**src/rtl/seg7_count_sequencer_if.sv**
```systemverilog
// Bundle between the run/stop sequencer and the board-level controls,
// the external 8-bit counter and the shared seg7 decoder.
interface seg7_count_sequencer_if;
    logic       btn_run;
    logic       btn_clr;
    logic [7:0] count;
    logic       count_en;
    logic       count_clr;
    logic       running;
    logic [1:0] digit_sel;
    logic [3:0] digit_val;

    modport master (
        output btn_run, btn_clr, count,
        input  count_en, count_clr, running, digit_sel, digit_val
    );

    modport slave (
        input  btn_run, btn_clr, count,
        output count_en, count_clr, running, digit_sel, digit_val
    );
endinterface

```
**src/rtl/seg7_count_sequencer.sv**
```systemverilog
// Run/stop FSM, tick prescaler and two-digit display mux for the counter.
// Optional SEQ_AUTOSTOP_EN: pause at 8'hFF instead of wrapping.
module seg7_count_sequencer #(
    parameter int PRESCALE   = 1000,
    parameter int DEBOUNCE   = 16,
    parameter int MUX_PERIOD = 64
) (
    input logic                   clk,
    input logic                   rst_n,
    seg7_count_sequencer_if.slave bus
);
    localparam int PW = $clog2(PRESCALE);
    localparam int DW = $clog2(DEBOUNCE);
    localparam int MW = (MUX_PERIOD > 1) ? $clog2(MUX_PERIOD) : 1;

    localparam logic [PW-1:0] P_LAST  = PW'(PRESCALE - 1);
    localparam logic [DW-1:0] DB_LAST = DW'(DEBOUNCE - 1);
    localparam logic [MW-1:0] M_LAST  = MW'(MUX_PERIOD - 1);

    typedef enum logic [1:0] {
        IDLE  = 2'd0,
        RUN   = 2'd1,
        PAUSE = 2'd2
    } state_t;

    // bit 0 = run button, bit 1 = clear button
    logic [1:0]         s1_q, s2_q;
    logic [1:0]         lvl_q, lvl_d;
    logic [1:0]         prev_q;
    logic [1:0][DW-1:0] db_cnt_q, db_cnt_d;
    logic [1:0]         press;
    logic               run_press, clr_press;

    state_t             state_q, state_d;
    logic [PW-1:0]      p_q, p_d;
    logic               count_en_q, count_en_d;
    logic               count_clr_q, count_clr_d;
    logic               running_q, running_d;

    logic [MW-1:0]      mux_q, mux_d;
    logic [1:0]         digit_sel_q, digit_sel_d;

    // Debounce: accept a new level after DEBOUNCE differing samples
    always_comb begin
        for (int i = 0; i < 2; i++) begin
            lvl_d[i]    = lvl_q[i];
            db_cnt_d[i] = '0;
            if (s2_q[i] != lvl_q[i]) begin
                if (db_cnt_q[i] == DB_LAST) begin
                    lvl_d[i] = s2_q[i];
                end else begin
                    db_cnt_d[i] = db_cnt_q[i] + 1'b1;
                end
            end
        end
    end

    assign press     = lvl_q & ~prev_q;
    assign run_press = press[0];
    assign clr_press = press[1];

    // Next state, prescaler and output pulses; clear always wins
    always_comb begin
        state_d     = state_q;
        p_d         = p_q;
        count_en_d  = 1'b0;
        count_clr_d = 1'b0;
        if (clr_press) begin
            state_d     = IDLE;
            p_d         = '0;
            count_clr_d = 1'b1;
        end else begin
            unique case (state_q)
                IDLE: begin
                    p_d = '0;
                    if (run_press) begin
                        state_d = RUN;
                    end
                end
                RUN: begin
                    if (run_press) begin
                        state_d = PAUSE;
                    end else if (p_q == P_LAST) begin
                        p_d = '0;
`ifdef SEQ_AUTOSTOP_EN
                        if (bus.count == 8'hFF) begin
                            state_d = PAUSE;
                        end else begin
                            count_en_d = 1'b1;
                        end
`else
                        count_en_d = 1'b1;
`endif
                    end else begin
                        p_d = p_q + 1'b1;
                    end
                end
                PAUSE: begin
                    if (run_press) begin
                        state_d = RUN;
                    end
                end
                default: begin
                    state_d = IDLE;
                    p_d     = '0;
                end
            endcase
        end
        running_d = (state_d == RUN);
    end

    // Free-running digit scan, independent of run state
    always_comb begin
        mux_d       = mux_q + 1'b1;
        digit_sel_d = digit_sel_q;
        if (mux_q == M_LAST) begin
            mux_d       = '0;
            digit_sel_d = {digit_sel_q[0], digit_sel_q[1]};
        end
    end

    // Input synchronizers and debounce state
    always_ff @(posedge clk) begin
        if (!rst_n) begin
            s1_q     <= '0;
            s2_q     <= '0;
            lvl_q    <= '0;
            prev_q   <= '0;
            db_cnt_q <= '0;
        end else begin
            s1_q     <= {bus.btn_clr, bus.btn_run};
            s2_q     <= s1_q;
            lvl_q    <= lvl_d;
            prev_q   <= lvl_q;
            db_cnt_q <= db_cnt_d;
        end
    end

    // FSM, prescaler and registered control outputs
    always_ff @(posedge clk) begin
        if (!rst_n) begin
            state_q     <= IDLE;
            p_q         <= '0;
            count_en_q  <= 1'b0;
            count_clr_q <= 1'b0;
            running_q   <= 1'b0;
        end else begin
            state_q     <= state_d;
            p_q         <= p_d;
            count_en_q  <= count_en_d;
            count_clr_q <= count_clr_d;
            running_q   <= running_d;
        end
    end

    // Display mux counter and digit select
    always_ff @(posedge clk) begin
        if (!rst_n) begin
            mux_q       <= '0;
            digit_sel_q <= 2'b01;
        end else begin
            mux_q       <= mux_d;
            digit_sel_q <= digit_sel_d;
        end
    end

    assign bus.count_en  = count_en_q;
    assign bus.count_clr = count_clr_q;
    assign bus.running   = running_q;
    assign bus.digit_sel = digit_sel_q;
    assign bus.digit_val = digit_sel_q[1] ? bus.count[7:4] : bus.count[3:0];

endmodule
```
**src/flat_wrapper.sv**
```systemverilog
// flat-port wrapper written by rule: the top's interface ports become plain ports
module seg7_count_sequencer_flat 
#(
    parameter int PRESCALE   = 1000,
    parameter int DEBOUNCE   = 16,
    parameter int MUX_PERIOD = 64
)
  (clk, rst_n, bus_btn_run, bus_btn_clr, bus_count, bus_count_en, bus_count_clr, bus_running, bus_digit_sel, bus_digit_val);
  seg7_count_sequencer_if bus_i ();
  input logic clk;
  input logic rst_n;
  input wire logic [$bits(bus_i.btn_run)-1:0] bus_btn_run;
  input wire logic [$bits(bus_i.btn_clr)-1:0] bus_btn_clr;
  input wire logic [$bits(bus_i.count)-1:0] bus_count;
  output wire logic [$bits(bus_i.count_en)-1:0] bus_count_en;
  output wire logic [$bits(bus_i.count_clr)-1:0] bus_count_clr;
  output wire logic [$bits(bus_i.running)-1:0] bus_running;
  output wire logic [$bits(bus_i.digit_sel)-1:0] bus_digit_sel;
  output wire logic [$bits(bus_i.digit_val)-1:0] bus_digit_val;
  assign bus_i.btn_run = bus_btn_run;
  assign bus_i.btn_clr = bus_btn_clr;
  assign bus_i.count = bus_count;
  assign bus_count_en = bus_i.count_en;
  assign bus_count_clr = bus_i.count_clr;
  assign bus_running = bus_i.running;
  assign bus_digit_sel = bus_i.digit_sel;
  assign bus_digit_val = bus_i.digit_val;
  seg7_count_sequencer #(.PRESCALE(PRESCALE), .DEBOUNCE(DEBOUNCE), .MUX_PERIOD(MUX_PERIOD)) u_core (.clk(clk), .rst_n(rst_n), .bus(bus_i));
endmodule
```
**config.mk**
```make
export PLATFORM = sky130hd
export DESIGN_NAME = seg7_count_sequencer_flat
export DESIGN_NICKNAME = d
export VERILOG_FILES = /design/src/rtl/seg7_count_sequencer_if.sv /design/src/rtl/seg7_count_sequencer.sv /design/src/flat_wrapper.sv
export SDC_FILE = /design/constraint.sdc
export NUM_CORES = 1
export LEC_CHECK = 0
export ABC_AREA = 0
export CAP_MARGIN = 20
export CORE_AREA = 5 5 61 63
export DETAILED_ROUTE_END_ITERATION = 8
export DIE_AREA = 0 0 66 68
export PLACE_DENSITY = 0.88
export SETUP_SLACK_MARGIN = 0.05
export SYNTH_ARGS = -nofsm -noshare
export SYNTH_HDL_FRONTEND = slang
export SYNTH_SLANG_ARGS = --single-unit
```
**constraint.sdc**
```tcl
create_clock -name clk -period 2.12 [get_ports clk]
set_input_delay 0.212 -clock clk [delete_from_list [all_inputs] [get_ports clk]]
set_output_delay 0.212 -clock clk [all_outputs]
set_load 0.005 [all_outputs]
```
==> metrics.cfg <==
[clock_tree]
hold_buffers = 0
cts_sinks = 39
cts_buffers = 5
cts_buffer_depth = 2
clock_latency_ps = 340
cts_repair_resize_count = 0
cts_tree = done
cts.htree.levels = 2
clockRootBuffer = clkbuf_4
post_cts_buffers = 0
clk_pin_slew_worst_paths_ps = 110

[min_path]
worstHoldPathType = flip-flop to flip-flop

[finish]
fin_util_pct = 61.00
insertedDiodeCount = 0
seq_area_um2 = 780.7
nets = 209
multi_input_area_um2 = 817.0
nFillCells = 278
drive_gt1_share_pct = 11.86
synthToLayoutAreaGrowth_pct = 19.69

[synthesis]
yosysTopAreaCell = dfxtp_1
synthDistinctLibCells = 30
yosysWarnings = 0
synth_top_cells_by_count = dfxtp_1, nor2_1, nand3_1, xor2_1, nand2_1
syn_inst = 167
syn-cell-area_mm2 = 0.001620
yosysSeqAreaShare_pct = 48.19
syn_nets = 183
yosysMostFrequentCell = dfxtp_1
ys_top_cells_by_area = dfxtp_1, xor2_1, nor2_1
synthFlopType = dfxtp_1
synth_top_area_share_pct = 48.19
synth.avg_cell_area_um2 = 9.702
synth-seq-cells = 39
synth_edf_count = 0
ys_async_sr_fraction_pct = 0

[drt]
drtIter0Drc = 54
final_antenna_net_count = 0
viasPerCell = 5.025
finalWirelength_um = 2618
post_drt_wl_per_cell_um = 10.91
drc = 0
vias = 1206
drt_first_pass_iters = 5

[global_routing]
grt_max_degree = 19
first_global_vias = 1175
grt_pass1_wl_um = 4629
grt-ovfl-total = 0
grt.total_usage_pct = 13.71
antenna_found_initial = 0

[placement]
hpwl_um = 2001
io_buffer_count = 20
routabilityCongestion = 0.7890

[run_status]
status = finished clean

[power]
p_comb_share_pct = 4.8
p_seq_share_pct = 63.8
power_density_mw_per_mm2 = 604.7
power_switching_mw = 0.2659
intPower_mw = 0.9068
sw_frac_of_total_pct = 22.68
p_leak_nw = 0.7688
ir_worst_vdd_uv = 387.3
clkPwrFrac_pct = 31.4

[timing]
fin_setup_tns_ps = 0
relSlewSlack_pct = 77.12
rsz0062_at_grt = no
hold_viol = 0
period_share_pct = 87.64
skew_ps = 5.068
setup_viol = 0
max_freq_mhz = 538.2
final_max_slew_viol_count = 0
tightest_slew_ps = 342.5
fin_crit_ps = 1858

[die]
die-area_mm2 = 0.004488
placeableCoreArea_mm2 = 0.003179
floorplan.initialDensity_pct = 50.96
placementRows = 21
die_h_um = 68
ios = 21
die_x_um = 66

[setup_path]
crit_arrival_ps = 1650
slowest_stage = dfxtp_1
critPathMaxFanout = 7
required_ps = 1910
critical_path_class = flip-flop to output port
start_kind = flip-flop
critPathMaxStageDelay_ps = 490
cp_num_buf_inv = 1
critPathTopFamily = flip-flops
endpoint_kind = output port
crit_path_cell_trace = mux2_2 -> clkdlybuf4s50_1

[job]
max_cap_viol_count = 0

-- cells in the final DEF, fill, tap and decap left out --
master | Yosys | routed
a21oi_1 | 1 | 1
a31oi_1 | 4 | 4
a32oi_1 | 1 | 1
and2_1 | 8 | 8
and2_2 | 1 | 1
and3_1 | 5 | 5
and3_4 | 2 | 2
and4_2 | 2 | 2
and4bb_2 | 2 | 2
buf_4 | 0 | 2
clkbuf_4 | 0 | 5
clkdlybuf4s50_1 | 0 | 20
clkinv_2 | 0 | 1
clkinvlp_4 | 0 | 2
dfxtp_1 | 39 | 39
ha_1 | 4 | 4
inv_1 | 3 | 3
mux2_2 | 4 | 4
mux2i_1 | 4 | 4
nand2_1 | 9 | 9
nand2b_1 | 5 | 5
nand3_1 | 14 | 14
nand3_2 | 1 | 1
nand4_1 | 5 | 5
nand4b_1 | 1 | 1
nand4bb_1 | 1 | 1
nor2_1 | 21 | 21
nor2b_1 | 5 | 5
nor3_1 | 1 | 1
o21ai_1 | 1 | 1
o21bai_2 | 1 | 1
or3_1 | 3 | 3
xnor2_1 | 2 | 2
xor2_1 | 14 | 14
-- final timing paths --
kind / from / end / slack [ps] / depth (start not counted)
max: u_core.bus.digit_sel[1]$_SDFFE_PN0N_ / bus_digit_val[2] / 260 / 2
min: u_core.prev_q[1]$_SDFF_PN0_ / u_core.bus.count_clr$_SDFF_PN0_ / 420 / 1
max reg2reg: u_core.p_q[0]$_SDFFE_PP0P_ / u_core.p_q[8]$_SDFFE_PP0P_ / 620 / 5
min reg2reg: u_core.prev_q[1]$_SDFF_PN0_ / u_core.bus.count_clr$_SDFF_PN0_ / 420 / 1
-- stage by stage --
step,setup WS [ps],area (um^2),power [mW],hold WS [ps],instances
after global routing,159.2,1939,1.240,415.1,240
final,262.0,1939,1.173,424.4,240
after global placement,591.0,1882,0.8198,410.0,232
after detailed placement,572.3,1882,0.8222,415.0,232
after CTS,216.5,1939,1.194,420.1,240
after floorplan,758.2,1620,0.7864,339.3,167
-- per-layer routing --
metal	track usage, %	vias up	wire [um]
li1	-	631	-
met1	12.70	546	1154
met2	25.78	27	1288
met3	4.269	2	148
met4	9.137	0	27
met5	0	-	0
-- logic make-up after synthesis --
| group | after synthesis | synth area share, % |
|---|---|---|
| mux | 8 | 5.251 |
| fa+ha+maj | 4 | 3.089 |
| xor+xnor | 16 | 8.649 |
| simple gates | 86 | 30.04 |
| compound gates | 8 | 3.397 |
| buf+inv | 6 | 1.390 |
| flops | 39 | 48.19 |
-- area by class of cell --
| class | count | area share (%) |
|---|---|---|
| Inverter | 3 | 0.5806 |
| Timing Repair Buffer | 22 | 11.10 |
| Tap cell | 46 | 2.968 |
| Clock inverter | 3 | 1.032 |
| Clock buffer | 5 | 1.935 |
| Sequential cell | 39 | 40.26 |
| Multi-Input combinational cell | 122 | 42.13 |
-- registers in the layout, summed over array words and instances, names as in the netlist, 2 cells and up --
name and flops:
u_core.prev_q 2, u_core.db_cnt_q 8, u_core.mux_q 6, u_core.lvl_q 2, u_core.s2_q 2, u_core.state_q 2
u_core.bus.digit_sel 2, u_core.s1_q 2, u_core.p_q 10
-- power by group through the flow --
stage                     sequential (mW)  combinational [mW]  clock [mW]
after floorplan                     0.763              0.0231           0
after global placement              0.764              0.0558           0
after detailed placement            0.765              0.0574           0
after CTS                           0.748              0.0577       0.388
after global routing                0.750              0.0628       0.427
final                               0.748              0.0561       0.368
No activity file was read; power rests on OpenSTA's default activity.
